$ cat src/rtl/button_pkg.sv
// button_pkg
//   Shared types and constants for the push-button input path.
//   - btn_state_t     : debounce FSM states
//   - BTN_COUNT_W     : width of the press counter in the status word
//   - BTN_PENDING_BIT : bit position of the pending flag in the status word
package button_pkg;

  typedef enum logic [1:0] {
    LOW       = 2'd0,
    RISE_WAIT = 2'd1,
    HIGH      = 2'd2,
    FALL_WAIT = 2'd3
  } btn_state_t;

  localparam int BTN_COUNT_W     = 16;
  localparam int BTN_PENDING_BIT = 31;

endpackage

$ cat src/rtl/button_debouncer.sv
// button_debouncer
//   Two-flop synchronizer followed by a debounce FSM. A level change is
//   accepted only after DEBOUNCE_CYCLES consecutive synchronized samples at
//   the new level.
// Ports:
//   clock  : system clock, rising edge
//   reset  : asynchronous, active-low
//   button : raw asynchronous push-button level (1 = pressed)
//   level  : debounced level (1 in HIGH and FALL_WAIT)
//   accept : one-cycle event, high in the cycle whose closing edge moves the
//            FSM from RISE_WAIT to HIGH; consumers register it on that edge
module button_debouncer
  import button_pkg::*;
#(
  parameter int DEBOUNCE_CYCLES = 1000000,
  parameter int CNT_W           = 20
) (
  input  logic clock,
  input  logic reset,
  input  logic button,
  output logic level,
  output logic accept
);

  localparam logic [CNT_W-1:0] LAST_CNT = CNT_W'(DEBOUNCE_CYCLES - 1);

  logic             s1;
  logic             s;
  btn_state_t       state;
  btn_state_t       state_nx;
  logic [CNT_W-1:0] cnt;
  logic [CNT_W-1:0] cnt_nx;

  // Two-stage synchronizer; s is the first flop safe to use in logic.
  // NOTE: sequential state is written only with non-blocking assignments so
  // every flop samples the pre-edge value of its neighbours.
  always_ff @(posedge clock or negedge reset) begin
    if (!reset) begin
      s1 <= 1'b0;
      s  <= 1'b0;
    end else begin
      s1 <= button;
      s  <= s1;
    end
  end

  always_ff @(posedge clock or negedge reset) begin
    if (!reset) begin
      state <= LOW;
      cnt   <= '0;
    end else begin
      state <= state_nx;
      cnt   <= cnt_nx;
    end
  end

  // cnt holds the number of consecutive samples seen at the candidate level,
  // so the sample that finds cnt == DEBOUNCE_CYCLES-1 is the last one needed.
  always_comb begin
    // NOTE: every output of this block gets a default first, so no path can
    // leave a value unassigned and infer a latch.
    state_nx = state;
    cnt_nx   = '0;
    accept   = 1'b0;
    unique case (state)
      LOW: begin
        if (s) begin
          state_nx = RISE_WAIT;
          cnt_nx   = CNT_W'(1);
        end
      end
      RISE_WAIT: begin
        if (!s) begin
          state_nx = LOW;
        end else if (cnt == LAST_CNT) begin
          state_nx = HIGH;
          accept   = 1'b1;
        end else begin
          cnt_nx = cnt + CNT_W'(1);
        end
      end
      HIGH: begin
        if (!s) begin
          state_nx = FALL_WAIT;
          cnt_nx   = CNT_W'(1);
        end
      end
      FALL_WAIT: begin
        if (s) begin
          state_nx = HIGH;
        end else if (cnt == LAST_CNT) begin
          state_nx = LOW;
        end else begin
          cnt_nx = cnt + CNT_W'(1);
        end
      end
      default: state_nx = LOW;
    endcase
  end

  assign level = (state == HIGH) || (state == FALL_WAIT);

endmodule

$ cat src/rtl/button_press_register.sv
// button_press_register
//   Debounces the board push-button, counts accepted presses and packs a
//   processor-readable status word. An ack pulse clears the word; a press
//   accepted in the same cycle as ack survives as a count of one.
// Ports:
//   clock         : system clock, rising edge
//   reset         : asynchronous, active-low
//   button        : raw asynchronous push-button level
//   ack           : one-cycle acknowledge from the processor side
//   buttonPressed : {pending, 15'b0, press_count[15:0]}
//   level         : debounced button level
//   press_pulse   : one-cycle strobe per accepted press
module button_press_register
  import button_pkg::*;
#(
  parameter int DEBOUNCE_CYCLES = 1000000,
  parameter int CNT_W           = 20
) (
  input  logic        clock,
  input  logic        reset,
  input  logic        button,
  input  logic        ack,
  output logic [31:0] buttonPressed,
  output logic        level,
  output logic        press_pulse
);

  localparam int PAD_W = BTN_PENDING_BIT - BTN_COUNT_W;

  logic                   accept;
  logic                   pending;
  logic [BTN_COUNT_W-1:0] press_count;

  button_debouncer #(
    .DEBOUNCE_CYCLES(DEBOUNCE_CYCLES),
    .CNT_W          (CNT_W)
  ) u_debouncer (
    .clock (clock),
    .reset (reset),
    .button(button),
    .level (level),
    .accept(accept)
  );

  // ack has priority over the old count but never swallows a new press.
  always_ff @(posedge clock or negedge reset) begin
    if (!reset) begin
      press_pulse <= 1'b0;
      pending     <= 1'b0;
      press_count <= '0;
    end else begin
      press_pulse <= accept;
      if (ack && accept) begin
        press_count <= BTN_COUNT_W'(1);
        pending     <= 1'b1;
      end else if (ack) begin
        press_count <= '0;
        pending     <= 1'b0;
      end else if (accept) begin
        // Saturate rather than wrap so software never sees a bogus small count.
        if (press_count != '1) begin
          press_count <= press_count + BTN_COUNT_W'(1);
        end
        pending <= 1'b1;
      end
    end
  end

  assign buttonPressed = {pending, {PAD_W{1'b0}}, press_count};

endmodule

$ cat config.mk
export PLATFORM = sky130hd
export DESIGN_NAME = button_press_register
export DESIGN_NICKNAME = d
export VERILOG_FILES = /design/src/rtl/button_pkg.sv /design/src/rtl/button_debouncer.sv /design/src/rtl/button_press_register.sv
export SDC_FILE = /design/constraint.sdc
export NUM_CORES = 1
export LEC_CHECK = 0
export CORE_UTILIZATION = 35
export CTS_CLUSTER_SIZE = 8
export DETAILED_ROUTE_END_ITERATION = 8
export REMOVE_ABC_BUFFERS = 1
export SLEW_MARGIN = 5
export SYNTH_ARGS = -nofsm -noshare
export SYNTH_HDL_FRONTEND = slang
export SYNTH_HIERARCHICAL = 1
export SYNTH_SLANG_ARGS = --single-unit
export TNS_END_PERCENT = 100
$ cat constraint.sdc
create_clock -name clock -period 5.6 [get_ports clock]
set_clock_uncertainty 0.15 [all_clocks]
set_input_delay 0.84 -clock clock [delete_from_list [all_inputs] [get_ports clock]]
set_output_delay 0.84 -clock clock [all_outputs]
set_load 0.01 [all_outputs]
==> summary.log <==
INFO  clock_tree     postCtsSetupBuffers=0
INFO  route          antenna_left=0
INFO  floorplanning  core_region_area=6060µm²
INFO  power_and_ir_drop power_frac_clock=0.383
INFO  route          drcViolationCount=0
INFO  route          drt_iter0_markers=126
INFO  worst_setup_path rrSetupSlack=2940ps
INFO  run            timing.max_cap.violations=0
INFO  final_layout   antenna-diode-count=0
INFO  power_and_ir_drop power_density=205nW/µm²
INFO  grt            global_route.usage.total=0.145
INFO  route          first_pass_iters=4
INFO  floorplanning  placement_rows=28
INFO  placement      placement.setup.worst_slack=2920ps
INFO  logic_synthesis ys.warnings.count=6
INFO  power_and_ir_drop p_sw_frac=0.230
INFO  route          route.detailed.wl_per_inst=13.8µm
INFO  worst_setup_path regToRegEndpoint=press_count[13]$_DFFE_PN0P_
INFO  timing         finalMaxSlewViolations=0
INFO  final_layout   multi_input_area=1110µm²
INFO  logic_synthesis ys_top_cells_by_area=dfrtp_1 (46%), buf_4 (5.6%), xnor2_1 (5.0%), xor2_1 (4.3%), nor2_1 (3.8%)
INFO  power_and_ir_drop power_leakage=1.04nW
INFO  timing         tightest_slew=914ps
INFO  timing         post-route-period-util=0.475
INFO  placement      place.detailed.hpwl=3190µm
INFO  placement      gp_congestion=0.867
INFO  timing         period_minus_slack=2660ps
INFO  clock_tree     clock_slew_at_reported_path_ffs=80ps
INFO  clock_tree     cts_tree=built
INFO  final_layout   register_area=1050µm²
INFO  logic_synthesis synthesis.area=2260µm²
INFO  worst_setup_path cp.arrival=2700ps
INFO  final_layout   finalCoreUtilization=0.426
INFO  floorplanning  dieHeight=82.4µm
INFO  grt            number_of_antenna_violations_at_the_first_check_in_global_routing=0
INFO  power_and_ir_drop seq_power_share=0.579
INFO  route          wirelength=4550µm
INFO  floorplanning  num_io_pins=38
INFO  worst_setup_path cp-endpoint=press_count[13]$_DFFE_PN0P_
INFO  worst_setup_path end_kind=register
INFO  grt            global_route.overflow_total=0
INFO  worst_setup_path timing.critical_path.required=5640ps
INFO  timing         relSlewSlack=0.391
INFO  final_layout   final_nets=259
INFO  timing         max_freq=0.376GHz
INFO  worst_setup_path crit-reg2reg-launch=u_debouncer/cnt[0]$_DFF_PN0_
INFO  final_layout   final_layout_size_suffix_gt1_frac=0.0866
INFO  worst_setup_path worst-setup-path-type=register to register
INFO  route          vias=1729
INFO  clock_tree     htree_num_levels=2
INFO  logic_synthesis synth.avg_cell_area=9.88µm²
INFO  floorplanning  initial_utilization=0.373
INFO  worst_setup_path crit_start=u_debouncer/cnt[0]$_DFF_PN0_
INFO  logic_synthesis synth_edf_count=0
INFO  final_layout   layoutNonFillerInstCount=329
INFO  hold_path      hold_class=register to register
INFO  logic_synthesis synth_sequential_area_ratio=0.465
INFO  placement      detailed_place.area=2490µm²
INFO  clock_tree     cts.repair.resized=0
INFO  clock_tree     clockBufferDepth=2
INFO  final_layout   final_design_area_no_fill=2580µm²
INFO  route          viasPerCell=5.26
INFO  placement      post-place-cells=321
INFO  worst_setup_path highest_net_fanout_along_the_worst_path=9
INFO  worst_setup_path worst-r2r-cell-count=9
INFO  power_and_ir_drop totalPowerFinal=0.530mW
INFO  logic_synthesis synth.ff_latch_count=42
INFO  clock_tree     worstSkewPairLatency=290ps
INFO  logic_synthesis synth_cells=229
INFO  hold_path      min_path_cells=0
INFO  final_layout   fillers=593
INFO  worst_setup_path cp-start-kind=register
INFO  clock_tree     cts_hold_buffers=0
INFO  logic_synthesis ys_async_sr_fraction=1.00
INFO  timing         hold-worst-slack=211ps
INFO  power_and_ir_drop power.switching=0.122mW
INFO  grt            largest_net_degree_at_the_start_of_global_routing=43
INFO  logic_synthesis synth_largest_type_area_fraction=0.465
INFO  timing         hold_viol=0
INFO  timing         fin_tns_setup=0ps
INFO  floorplanning  die_area=6790µm²
INFO  power_and_ir_drop p_int=0.408mW
INFO  grt            via_count_of_the_first_global_routing_pass=1496
INFO  grt            wire_length_of_the_first_global_routing_pass=7440µm
INFO  timing         worst_slack=2940ps
INFO  logic_synthesis synth_top_area_cell=dfrtp_1
INFO  logic_synthesis synth_ff_type=dfrtp_1
INFO  timing         setup_viol_count_final=0
INFO  clock_tree     cts_inserted_buffers=5
INFO  logic_synthesis yosys.cell_types.count=38
INFO  placement      port-buffer-count=22
INFO  run_status     outcome=finished clean
INFO  power_and_ir_drop comb_power_share=0.038
INFO  final_layout   synthToLayoutAreaGrowth=14.2%
INFO  clock_tree     cts_sinks=42
INFO  power_and_ir_drop ir_drop=0.000105V
INFO  floorplanning  die_w=82.4µm
INFO  timing         setup_repair_after_global_routing_missed_its_margin=no
INFO  clock_tree     cts_root_buffer=clkbuf_8
-- area by class of cell --
type,instances,share of cell area
Sequential cell,42,0.407
Timing Repair Buffer,23,0.0862
Inverter,5,0.00726
Clock buffer,7,0.0334
Multi-Input combinational cell,176,0.428
Clock inverter,1,0.00194
Tap cell,75,0.0363
-- synth_stat cells (2+ instances only) --
library cell and count:
a21oi_1 15, a31o_2 2, and3_1 3, and4_1 3, and4_2 2, and4b_1 2
buf_4 17, clkbuf_1 3, dfrtp_1 42, ha_1 2, inv_1 5, mux2i_1 3
nand2_1 14, nand3_1 11, nand3_2 3, nand4_1 12, nand4b_1 2, nor2_1 23
nor2b_1 3, nor3_1 12, nor4_1 7, o21ai_0 3, o41ai_1 2, or3_1 2
xnor2_1 13, xor2_1 11
-- cell usage in the layout, fill, tap and decap left out, types with 3 or more instances in the layout --
| cell type | netlist | routed |
|---|---|---|
| a21oi_1 | 15 | 15 |
| and3_1 | 3 | 3 |
| and4_1 | 3 | 3 |
| clkbuf_8 | 0 | 6 |
| clkdlybuf4s50_1 | 0 | 21 |
| conb_1 | 1 | 15 |
| dfrtp_1 | 42 | 42 |
| inv_1 | 5 | 5 |
| mux2i_1 | 3 | 3 |
| nand2_1 | 14 | 14 |
| nand3_1 | 11 | 11 |
| nand3_2 | 3 | 3 |
| nand4_1 | 12 | 12 |
| nor2_1 | 23 | 23 |
| nor2b_1 | 3 | 3 |
| nor3_1 | 12 | 12 |
| nor4_1 | 7 | 7 |
| o21ai_0 | 3 | 3 |
| xnor2_1 | 13 | 13 |
| xor2_1 | 11 | 11 |
-- power groups by stage --
stage          registers [mW]  clock network, mW  logic [mW]
2_1_floorplan           0.312                  0     0.00980
3_3_place_gp            0.313                  0      0.0207
3_5_place_dp            0.313                  0      0.0207
6_report                0.307              0.203      0.0201
5_1_grt                 0.307              0.222      0.0241
4_1_cts                 0.307              0.208      0.0208
-- flip-flops by register name, summed over array words and instances, names as in the netlist, named ones only --
| register | count |
|---|---|
| pending | 1 |
| u_debouncer/s1 | 1 |
| press_count | 16 |
| press_pulse | 1 |
| u_debouncer/state | 1 |
| u_debouncer/s | 1 |
| u_debouncer/cnt | 20 |
-- kinds of logic (layout without fill, tap and decap cells) --
logic type | after synthesis | in the layout | synth area share
AOI/OAI and AO/OA | 26 | 26 | 0.0686
other | 1 | 15 | 0.00166
DFF | 42 | 42 | 0.465
and+or+nand+nor | 105 | 105 | 0.273
muxes | 4 | 4 | 0.0183
xor gates and xnor gates | 24 | 24 | 0.0929
buffers and inverters | 25 | 36 | 0.0697
adders and majority gates | 2 | 2 | 0.0111
-- worst max-delay path, cell delays in order (launching register included) --
cell and delay (ps):
dfrtp_1 400, ha_1 230, and4_2 300, nand4_1 180, nor4_1 280, buf_4 210, nand3_1 160, nor4_1 360
mux2i_1 230, nand2_1 60
-- per-layer routing --
metal	part of all wire	GRT usage	vias to the layer above	wire length, µm
li1	-	-	846	-
met1	0.52	0.214	829	2370
met2	0.42	0.205	47	1910
met3	0.044	0.0319	7	198
met4	0.015	0.0526	0	70
met5	0	0	-	0
-- how the worst min path moves through the flow --
stage          slack [ps]                startpoint                       to
5_1_grt               210  u_debouncer/s1$_DFF_PN0_  u_debouncer/s$_DFF_PN0_
6_report              210  u_debouncer/s1$_DFF_PN0_  u_debouncer/s$_DFF_PN0_
2_1_floorplan         180  u_debouncer/s1$_DFF_PN0_  u_debouncer/s$_DFF_PN0_
3_5_place_dp          190  u_debouncer/s1$_DFF_PN0_  u_debouncer/s$_DFF_PN0_
4_1_cts               210  u_debouncer/s1$_DFF_PN0_  u_debouncer/s$_DFF_PN0_
3_3_place_gp          190  u_debouncer/s1$_DFF_PN0_  u_debouncer/s$_DFF_PN0_
Power figures use the tool's default switching activity.
